## src/rtl/alu_scheduler.sv

```systemverilog
// Shared Y86-64 ALU (add/sub/and/xor) for two requesters with a one-entry result register.
// Define ALU_SCHED_RR_EN for round-robin tie-breaking; otherwise requester 0 wins ties.
module alu_scheduler #(
  parameter int WIDTH = 64
) (
  input  logic             clk,
  input  logic             rst_n,
  input  logic [1:0]       req_valid,
  output logic [1:0]       req_ready,
  input  logic [1:0]       req_op0,
  input  logic [1:0]       req_op1,
  input  logic [WIDTH-1:0] req_a0,
  input  logic [WIDTH-1:0] req_b0,
  input  logic [WIDTH-1:0] req_a1,
  input  logic [WIDTH-1:0] req_b1,
  output logic             rsp_valid,
  input  logic             rsp_ready,
  output logic             rsp_id,
  output logic [WIDTH-1:0] rsp_result,
  output logic [2:0]       rsp_cc,
  output logic             busy
);

  typedef enum logic {EMPTY, FULL} state_t;
  typedef enum logic [1:0] {OP_ADD = 2'b00, OP_SUB = 2'b01, OP_AND = 2'b10, OP_XOR = 2'b11} op_t;

  state_t           state_q, state_d;
  logic             win;
  logic             slot_free;
  logic             accept;
  op_t              op;
  logic [WIDTH-1:0] a, b, res;
  logic             of;

`ifdef ALU_SCHED_RR_EN
  logic prio_q;
`endif

  // Winner on a tie comes from prio (round-robin) or is always requester 0.
  always_comb begin
    // NOTE: every combinational output gets a default first so no latch is inferred.
    win = 1'b0;
    if (req_valid == 2'b10) begin
      win = 1'b1;
    end else if (req_valid == 2'b11) begin
`ifdef ALU_SCHED_RR_EN
      win = prio_q;
`else
      win = 1'b0;
`endif
    end
  end

  assign slot_free = ~rsp_valid | rsp_ready;
  assign req_ready = (rst_n & slot_free) ? (win ? 2'b10 : 2'b01) : 2'b00;
  assign accept    = |(req_valid & req_ready);

  always_comb begin
    op  = op_t'(win ? req_op1 : req_op0);
    a   = win ? req_a1 : req_a0;
    b   = win ? req_b1 : req_b0;
    res = '0;
    of  = 1'b0;
    unique case (op)
      OP_ADD: begin
        res = a + b;
        of  = (a[WIDTH-1] == b[WIDTH-1]) & (res[WIDTH-1] != a[WIDTH-1]);
      end
      OP_SUB: begin
        res = a - b;
        of  = (a[WIDTH-1] != b[WIDTH-1]) & (res[WIDTH-1] != a[WIDTH-1]);
      end
      OP_AND: res = a & b;
      OP_XOR: res = a ^ b;
    endcase
  end

  always_comb begin
    state_d = state_q;
    unique case (state_q)
      EMPTY: if (accept) state_d = FULL;
      FULL:  if (rsp_ready && !accept) state_d = EMPTY;
    endcase
  end

  // NOTE: state uses non-blocking assignments so every flop samples pre-edge values.
  always_ff @(posedge clk or negedge rst_n) begin
    if (!rst_n) begin
      state_q    <= EMPTY;
      rsp_id     <= 1'b0;
      rsp_result <= '0;
      rsp_cc     <= '0;
    end else begin
      state_q <= state_d;
      if (accept) begin
        rsp_id     <= win;
        rsp_result <= res;
        rsp_cc     <= {(res == '0), res[WIDTH-1], of};
      end
    end
  end

`ifdef ALU_SCHED_RR_EN
  // prio moves only when a tie was actually resolved; it then names the loser.
  always_ff @(posedge clk or negedge rst_n) begin
    if (!rst_n)                        prio_q <= 1'b0;
    else if (accept && &req_valid)     prio_q <= ~win;
  end
`endif

  assign rsp_valid = (state_q == FULL);
  assign busy      = rsp_valid;

endmodule

```

## config.mk

```make
export PLATFORM = sky130hd
export DESIGN_NAME = alu_scheduler
export DESIGN_NICKNAME = d
export VERILOG_FILES = /design/src/rtl/alu_scheduler.sv
export SDC_FILE = /design/constraint.sdc
export NUM_CORES = 1
export LEC_CHECK = 0
export CAP_MARGIN = 20
export CORE_AREA = 2 2 234 236
export CTS_CLUSTER_DIAMETER = 100
export DETAILED_ROUTE_END_ITERATION = 10
export DIE_AREA = 0 0 236 238
export PLACE_DENSITY = 0.61
export SYNTH_ARGS = -nofsm -noshare
export SYNTH_HDL_FRONTEND = slang
export SYNTH_SLANG_ARGS = --single-unit
```

## constraint.sdc

```tcl
create_clock -name clk -period 2.2 [get_ports clk]
set_clock_uncertainty 0.15 [all_clocks]
set_input_delay 0.44 -clock clk [delete_from_list [all_inputs] [get_ports clk]]
set_output_delay 0.44 -clock clk [all_outputs]
set_load 0.03 [all_outputs]
```

Word-level counts from Yosys, hierarchy flattened

Cells that the tools add are included.

Register bits: 69
Latch bits: 0
RAM bits: 0
ROM bits: 0
Memories: 0

Add/sub/neg operators: 2
Multipliers: 0
Divide/modulo/power cells: 0
Order comparisons: 0
Equal/unequal tests: 8
Shift operators: 0
Multiplexer cells: 11
Bitwise gates (word level): 8
Reduce and logical (&&, ||, !) cells: 5

Operators with widths:

| cell                                           | count |
|---|---|
| case mux 64 bit (4 select lines)               | 1 |
| two-way mux 64 bit                             | 2 |
| adder 64 bit                                   | 1 |
| bitwise AND 64 bit                             | 1 |
| logical NOT 64 bit                             | 1 |
| subtractor 64 bit                              | 1 |
| bitwise XOR 64 bit                             | 1 |
| == test 2 bit (second input constant)          | 3 |
| two-way mux 2 bit                              | 3 |
| case mux 1 bit (2 select lines)                | 2 |
| bitwise AND 1 bit                              | 3 |
| two-way mux 1 bit                              | 3 |
| inequality test 1 bit                          | 3 |
| bitwise AND 2 bit                              | 1 |
| == test 2 x 1 -> 1 bit (second input constant) | 1 |
| logical NOT 2 bit                              | 1 |
| OR reduction 2 bit                             | 1 |
| == test 1 bit                                  | 1 |
| logical AND 1 bit                              | 1 |
| logical NOT 1 bit                              | 1 |
| NOT 1 bit                                      | 1 |
| bitwise OR 1 bit                               | 1 |

Logic depth before layout (Yosys ltp)

Gate-level depths: netlist of the first run.

Word-level depth: 10
Mapped depth: 25
Mapped depth without buffers: 19

Least setup slack after synthesis of the first run

Ideal clock, no wire load.

Kind: in2reg
Start: input req_valid[0]
End: register rsp_cc[2]
Data arrival time: 5.214 ns
Data required time: 1.983 ns
Path slack: -3.231 ns
Cell stages on the path: 22
Buffers on the path: 5
Cells stage by stage: nand2b_1 -> buf_6 -> buf_6 -> clkbuf_1 -> clkbuf_1 -> buf_1 -> nand2_1 -> nand2_1 -> ha_1 -> nor4_1 -> and3_1 -> nand2_1 -> a2bb2oi_1 -> a2111oi_2 -> o41a_1 -> o221ai_1 -> or3b_1 -> or4b_1 -> nor4_1 -> nand4_1 -> nor3_1 -> a32o_1

Word-level cells in the longest chain between the ends: 6
Elaborated cells between the ends (all ways): 19
Those cells by class: add/sub (2); eq/ne (4); mux (7); bitwise (3); reduce/logical (3)

Ends and longest elaborated chain:

| element                                                                      | line   | source |
|---|---|---|
| start: declaration                                                           | 8      | `input logic [1:0] req_valid,` |
| == test 2 bit                                                                | 43     | `if (req_valid == 2'b10) begin` |
| two-way mux 1 bit                                                            | 43     |  |
| two-way mux 64 bit (tied with other cells)                                   | 60     | `a = win ? req_a1 : req_a0;` |
| subtractor 64 bit (tied with other cells)                                    | 70     | `res = a - b;` |
| case mux 64 bit (4 select lines) / bitwise AND 2 bit (equally long branches) | 64, 56 |  |
| logical NOT 64 bit / OR reduction 2 bit (equally long branches)              | 98, 56 |  |
| end signal: assignment                                                       | 98     | `rsp_cc <= {(res == '0), res[WIDTH-1], of};` |
| end: declaration                                                             | 20     | `output logic [2:0] rsp_cc,` |

Several ways; a longest one is shown, not always the timed one.
A chain may end at the register's enable or synchronous reset.

Worst setup path in the final report of the first run

Ends and elaborated chain as after synthesis.

==> results.cfg, run 1 <==
[run_status]
outcome = complete, but fails checks
violations = negative setup slack

[die]
rows = 85
ioPinCount = 337
dieWidth_um = 236
floorplan.initialDensity = 0.279
die_area_um2 = 56200
core_um2 = 53500
chipHeight_um = 238

[cells_and_area]
final_common_cell = buf_4
area_growth_pct = 94.5
fin_area_um2 = 29100
final_cell_mix = buf_4, nand2_1, clkdlybuf4s50_1
n_fill_cell = 5131
finalNetCount = 3861
final_cells = 4169
drive_gt1_frac = 0.396
diodes = 0
finalCoreUtilization = 0.543

[clock_tree]
cts_tree = yes
path_clk_slew_ns = 0.07
insertion_delay_ns = 0.35
numCtsBuffers = 9
cts_sinks = 68
cts-htree-levels = 3
ctsHoldBuffers = 0
root_buffer = clkbuf_16
cts_max_path_buffers = 2

[placed_design]
postPlaceCellArea_um2 = 25800
dp_slack_ns = -4.22
io_buffers = 336
dp_cells = 4063
hpwlAfterDp_mm = 70.9
gp_routability_congestion = 0.994

[worst_setup_path]
path_class = input pin to register
crit_end = rsp_cc[2]
cp.required_ns = 2.35
startpoint_type = input pin
worstReg2RegEnd = rsp_cc[2]
r2r_setup_slack_ns = -0.19
end_kind = register
path_max_fanout = 8
rr_startpoint = busy
r2r_cells = 12
cp_data_arrival_time_ns = 4.93
cp-startpoint = req_valid[0]

[global_route]
track_usage = 0.296
grt_max_degree = 108
grt_pass1_wl_mm = 131
gr-total-overflow = 0
grt_pass1_vias = 22400
antenna_found_initial = 1

[sta]
tns_ns = -104.63
fin_ws_ns = -2.57
rsz0062_at_grt = true
holdWs_ns = 0.261
slew_headroom = 0.332
hold_violations = 0
finalCriticalPeriod_ns = 4.77
drv_slew = 0
max_freq_mhz = 209
worst_slew_pin_slew_ns = 1.00
timing.final.crit_share = 2.17
finalSetupViolCount = 66

[pwr]
ir_drop_mv = 0.370
leakagePower_nw = 13.2
power_density_nw_per_um2 = 568
power.total_mw = 16.5

[logic_synthesis]
synthFlopType = dfrtp_1
synthArstFlopShare = 1.00
synth-edff-count = 0
netlist_area_um2 = 14900
postSynthNetCount = 2742
synth_seq_cells = 68
yosys_warnings = 0
yosysSeqAreaShare = 0.114
synth_cell_types = 100
avgSynthCellArea_um2 = 6.36
syn_inst = 2349

[routing]
ant_nets = 0
drc = 0
dr.pass1.iters = 7
wire_per_inst_um = 20.7
wirelength_mm = 86.3
vias = 22300
first_iter_violations = 1652
viasPerCell = 5.34

[flow_run]
drv_cap = 0

[worst_hold_path]
hold_path_class = input pin to asynchronous set/reset pin
-- routing by layer --
layer	vias to the layer above	wire length, um	global-route usage
li1	10700	-	-
met1	10600	39000	0.400
met2	814	39200	0.492
met3	165	5200	0.0314
met4	0	2890	0.0963
met5	-	0	0
-- registers in the layout, summed over array words and instances, names as in the netlist --
name        flops
rsp_cc          3
rsp_result     63
busy            1
rsp_id          1
-- worst max-delay path, stage by stage --
cell,delay [ns]
buf_8,0.10
and2b_4,0.31
buf_12,0.14
buf_4,0.17
nand2_1,0.08
nand2_2,0.13
ha_4,0.25
nor3_4,0.19
and3_4,0.23
buf_4,0.11
a21oi_2,0.06
buf_4,0.16
a2111oi_4,0.39
clkbuf_16,0.22
buf_4,0.11
o211a_4,0.22
buf_4,0.13
a2bb2oi_2,0.16
nor3_1,0.08
a311oi_2,0.21
o21ai_2,0.14
nor4bb_4,0.33
buf_4,0.16
nand4_1,0.11
nor3_2,0.13
a32o_1,0.17
-- cell type report --
class,instances,area (um^2),area share
well taps,696,871,0.0300
flip-flops and latches,68,1700,0.0586
repair buffers,1240,10600,0.365
clock buffers,11,233,0.00801
inverters,164,616,0.0212
multi-input cells,1985,15000,0.515
clock inverters,5,52.6,0.00181
-- where the power goes --
| part | total (mW) | internal (mW) | switching [mW] | leakage, nW |
|---|---|---|---|---|
| sequential | 1.93 | 1.63 | 0.305 | 0.840 |
| combinational | 13.1 | 6.23 | 6.84 | 12.2 |
| clock | 1.50 | 0.873 | 0.624 | 0.139 |
-- cells by family after synthesis --
group                      after synthesis  synth area share
DFF                                     68             0.114
xor gates and xnor gates                63            0.0369
buffers and inverters                  296            0.0776
and+or+nand+nor                       1040             0.311
AOI/OAI and AO/OA                      696             0.310
muxes                                   58            0.0434
adders and majority gates              128             0.107
-- cells in the mapped netlist (28+ instances only) --
cell	count	area, um^2
xnor2_1	49	429
nor4_1	40	250
o211ai_1	40	300
inv_1	163	612
nand2_1	575	2160
a21oi_1	182	911
nand3_1	60	300
nor3_1	51	255
o21ai_0	137	686
nand4_1	33	206
a211oi_1	28	210
o31ai_1	40	300
mux2_2	32	360
dfrtp_1	68	1700
clkbuf_1	97	364
nor2_1	154	578
ha_1	128	1600
-- repair_timing --
item	in CTS	in global routing
endpoints found under the setup margin	69	68
pin swaps	113	87
resized for setup	304	144
buffers inserted	61	32
cloned	2	1
endpoints found under the hold margin	0	0
-- how the worst min path moves through the flow --
stage | cells after the start | end
6_report | 3 | rsp_result[1]
5_1_grt | 1 | rsp_id
4_1_cts | 3 | rsp_result[1]
3_5_place_dp | 1 | rsp_id
3_3_place_gp | 1 | rsp_id
2_1_floorplan | 0 | busy
(Power assumes the default switching activity.)
==> run 2, diff against run 1 <==
Settings changed: SKIP_CTS_REPAIR_TIMING set to 1.
==> results.cfg, run 2 (synthesis results as in run 1) <==
[run_status]
outcome = complete, but fails checks
violations = negative setup slack

[die]
dieWidth_um = 236
ioPinCount = 337
rows = 85
chipHeight_um = 238
floorplan.initialDensity = 0.279
core_um2 = 53500
die_area_um2 = 56200

[sta]
hold_violations = 0
max_freq_mhz = 206
finalCriticalPeriod_ns = 4.85
slew_headroom = 0.331
finalSetupViolCount = 66
worst_slew_pin_slew_ns = 1.00
timing.final.crit_share = 2.21
holdWs_ns = 0.258
drv_slew = 0
rsz0062_at_grt = true
fin_ws_ns = -2.65

[worst_hold_path]
hold_path_class = input pin to asynchronous set/reset pin

[global_route]
grt_pass1_wl_mm = 127
gr-total-overflow = 0
antenna_found_initial = 1
grt_pass1_vias = 21600
track_usage = 0.288
grt_max_degree = 108

[routing]
wire_per_inst_um = 20.6
drc = 0
viasPerCell = 5.32
first_iter_violations = 1702
vias = 21900
dr.pass1.iters = 6
wirelength_mm = 84.8
ant_nets = 0

[worst_setup_path]
path_max_fanout = 17
startpoint_type = input pin
r2r_setup_slack_ns = -0.23
cp.required_ns = 2.35
rr_startpoint = busy
path_class = input pin to register
r2r_cells = 12
worstReg2RegEnd = rsp_cc[2]
cp_data_arrival_time_ns = 5.01
cp-startpoint = req_valid[0]
end_kind = register
crit_end = rsp_cc[2]

[cells_and_area]
final_cells = 4114
finalNetCount = 3806
largest_reg_flops = 63
n_fill_cell = 5231
register_area_um2 = 1700
area_growth_pct = 87.1
multi_input_area_um2 = 14400
largestRegisters = rsp_result x63, rsp_cc x3
top_register = rsp_result
finalCoreUtilization = 0.523
final_common_cell = buf_4
final_cell_mix = buf_4, nand2_1, clkdlybuf4s50_1
drive_gt1_frac = 0.367
diodes = 0

[placed_design]
dp_slack_ns = -4.22
gp_routability_congestion = 0.994
hpwlAfterDp_mm = 70.9
dp_cells = 4063
io_buffers = 336

[pwr]
ir_drop_mv = 0.372
p_comb_frac = 0.785
power.share.switching = 0.474
switching_power_mw = 7.56
power_density_nw_per_um2 = 571
p_int_mw = 8.40
clkPwrFrac = 0.094
seqPwrFrac = 0.121
leakagePower_nw = 12.8
power.total_mw = 16.0

[clock_tree]
insertion_delay_ns = 0.35
cts-htree-levels = 3
path_clk_slew_ns = 0.07
cts_sinks = 68
cts_max_path_buffers = 2
cts_tree = yes
numCtsBuffers = 9
root_buffer = clkbuf_16

[flow_run]
drv_cap = 0
[run 2: metrics by stage]
stage,TNS (ns),instance area (um^2)
after global placement,-167.93,25800
after detailed placement,-170.87,25800
after floorplan,-99.49,16100
after global routing,-115.25,28000
after CTS,-146.83,26100
final,-105.06,28000
[run 2: worst min path at each step]
stage,startpoint,cells past startpoint,endpoint,slack (ns)
after floorplan,rst_n,0,busy,-0.006
after global placement,rsp_id,1,rsp_id,0.31
after detailed placement,rsp_id,1,rsp_id,0.32
after CTS,rst_n,3,rsp_result[1],0.30
after global routing,rsp_id,1,rsp_id,0.33
final,rst_n,3,rsp_result[1],0.26
[run 2: per-layer routing]
layer / up-vias / share of wire / GRT usage
met5: - / 0 / 0
met4: 0 / 0.027 / 0.0772
met3: 126 / 0.054 / 0.0271
met2: 755 / 0.46 / 0.477
met1: 10500 / 0.46 / 0.398
li1: 10500 / - / -
[run 2: worst max-delay path, stage by stage]
cell	delay [ns]
clkbuf_2	0.12
and2b_4	0.22
buf_12	0.16
buf_12	0.15
buf_12	0.14
nand2_1	0.08
nand2_1	0.06
ha_1	0.29
inv_1	0.06
a21oi_2	0.16
o21ai_1	0.11
buf_4	0.15
a2111oi_4	0.46
nand3_2	0.18
a31oi_4	0.25
o21ai_2	0.11
or3_4	0.38
o2111ai_4	0.11
or4b_4	0.50
nor4_4	0.24
buf_4	0.15
nand4_1	0.11
nor3_2	0.19
a32o_1	0.17
[run 2: area by class of cell]
class / count / area share
multi-input combinational: 1985 / 0.515
timing repair buffer: 1185 / 0.361
sequential: 68 / 0.0609
tap: 696 / 0.0312
inverter: 164 / 0.0220
clock buffer: 11 / 0.00833
clock inverter: 5 / 0.00188
[run 2: power groups by stage]
stage,sequential (mW),clock (mW),combinational (mW)
floorplan,2.59,0,4.80
global placement,1.94,0,11.4
detailed placement,1.95,0,11.4
CTS,1.92,1.53,11.5
global route,1.97,1.57,13.3
finish,1.93,1.50,12.5
==> run 3, diff against run 2 <==
Settings changed: GPL_TIMING_DRIVEN set to 0.
==> results.cfg, run 3 (synthesis results as in run 1) <==
[global_route]
grt_pass1_wl_mm = 129
grt_max_degree = 65
antenna_found_initial = 6
track_usage = 0.309
gr-total-overflow = 0
grt_pass1_vias = 19100

[placed_design]
hpwlAfterDp_mm = 74.0
dp_slack_ns = -6.01
io_buffers = 336
postPlaceCellArea_um2 = 20400
gp_routability_congestion = 0.981

[worst_setup_path]
path_max_fanout = 7
r2r_setup_slack_ns = -0.80
path_class = input pin to register
cp_data_arrival_time_ns = 5.84
startpoint_type = input pin
cp.required_ns = 2.35
end_kind = register

[cells_and_area]
area_growth_pct = 68.7
final_common_cell = nand2_1
finalCoreUtilization = 0.471
top_register = rsp_result
final_cell_mix = nand2_1, clkdlybuf4s50_1, buf_4
finalNetCount = 3286
largestRegisters = rsp_result x63, rsp_cc x3
largest_reg_flops = 63
fin_area_um2 = 25200
drive_gt1_frac = 0.271

[sta]
drv_slew = 0
slew_headroom = 0.257
hold_violations = 62
finalCriticalPeriod_ns = 5.69
worst_slew_pin_slew_ns = 1.08
fin_ws_ns = -3.49
holdWs_ns = -0.0749
tns_ns = -131.41
finalSetupViolCount = 67
timing.final.crit_share = 2.59
max_freq_mhz = 176
rsz0062_at_grt = true

[clock_tree]
cts_max_path_buffers = 2
cts_tree = yes
root_buffer = clkbuf_16
path_clk_slew_ns = 0.06
insertion_delay_ns = 0.37
cts_sinks = 68
cts-htree-levels = 3
numCtsBuffers = 9

[run_status]
violations = negative hold slack, negative setup slack
outcome = complete, but fails checks

[routing]
dr.pass1.iters = 6
ant_nets = 0
vias = 20900
wire_per_inst_um = 26.2
drc = 0
viasPerCell = 5.80
first_iter_violations = 1829
wirelength_mm = 94.1

[die]
rows = 85
floorplan.initialDensity = 0.279
dieWidth_um = 236
core_um2 = 53500
chipHeight_um = 238
ioPinCount = 337
die_area_um2 = 56200

[pwr]
ir_drop_mv = 0.346
power_density_nw_per_um2 = 602
leakagePower_nw = 10.6

[flow_run]
drv_cap = 0

[worst_hold_path]
hold_path_class = input pin to asynchronous set/reset pin
==> run 3: cell types whose count changed in the layout (fill, tap and decap cells not counted), sizes merged, moves of 2 or more <==
cell	previous run	this run
clkbuf	18	80
diode	0	2
buf	847	261
clkdlybuf4s50	328	331
clkinvlp	1	3
dlymetal6s2s	3	0
clkdlybuf4s15	0	2
==> run 3: area by class of cell <==
class	count	area [um^2]
antenna	2	5.00
buffer	126	1200
clock buffer	10	229
clock inverter	6	88.8
fill	5369	28300
inverter	164	619
multi-input combinational	1985	15200
sequential	68	1700
tap	696	871
timing repair buffer	539	5250
==> run 3: path summary, 6_finish.rpt <==
kind | endpoint | depth (start not counted) | start
worst max register to register | rsp_cc[2] | 11 | busy
worst min-delay path | rsp_result[52] | 2 | rst_n
worst min register to register | rsp_result[25] | 2 | rsp_result[25]
worst max-delay path | rsp_cc[2] | 26 | req_valid[0]
min in group clk | rsp_result[25] | 2 | rsp_result[25]
max in group asynchronous | rsp_result[41] | 2 | rst_n
==> run 3: critical path: stages <==
cell	delay [ns]
buf_8	0.11
nand2b_4	0.14
buf_12	0.14
buf_12	0.14
buf_16	0.17
buf_12	0.17
buf_12	0.15
nand2_4	0.06
nand2_4	0.05
ha_4	0.26
buf_8	0.14
a211oi_4	0.25
o211ai_1	0.15
o211ai_1	0.44
o211ai_1	0.16
buf_4	0.19
and4_4	0.19
o211ai_1	0.44
a21oi_2	0.13
xnor2_1	0.18
o221ai_1	0.13
or4bb_1	0.58
nor4_1	0.28
nand4_1	0.27
nor3_2	0.27
a32o_1	0.19
==> run 3: where the power goes <==
group	internal, mW	switching, mW
Sequential	1.63	0.264
Combinational	4.77	6.86
Clock	0.992	0.651
Total	7.39	7.78
==> run 3: routing by layer <==
metal / vias up / track usage / wire [um]
li1: 9526 / - / -
met1: 10100 / 0.430 / 40700
met2: 1069 / 0.492 / 41700
met3: 198 / 0.0399 / 7830
met4: 2 / 0.0996 / 3920
met5: - / 0 / 13
==> run 3: through the flow <==
stage | power (mW) | instances
after floorplan | 7.39 | 2349
after global placement | 11.0 | 3381
after detailed placement | 11.0 | 3386
after CTS | 12.7 | 3402
after global routing | 15.8 | 3595
final | 15.2 | 3596
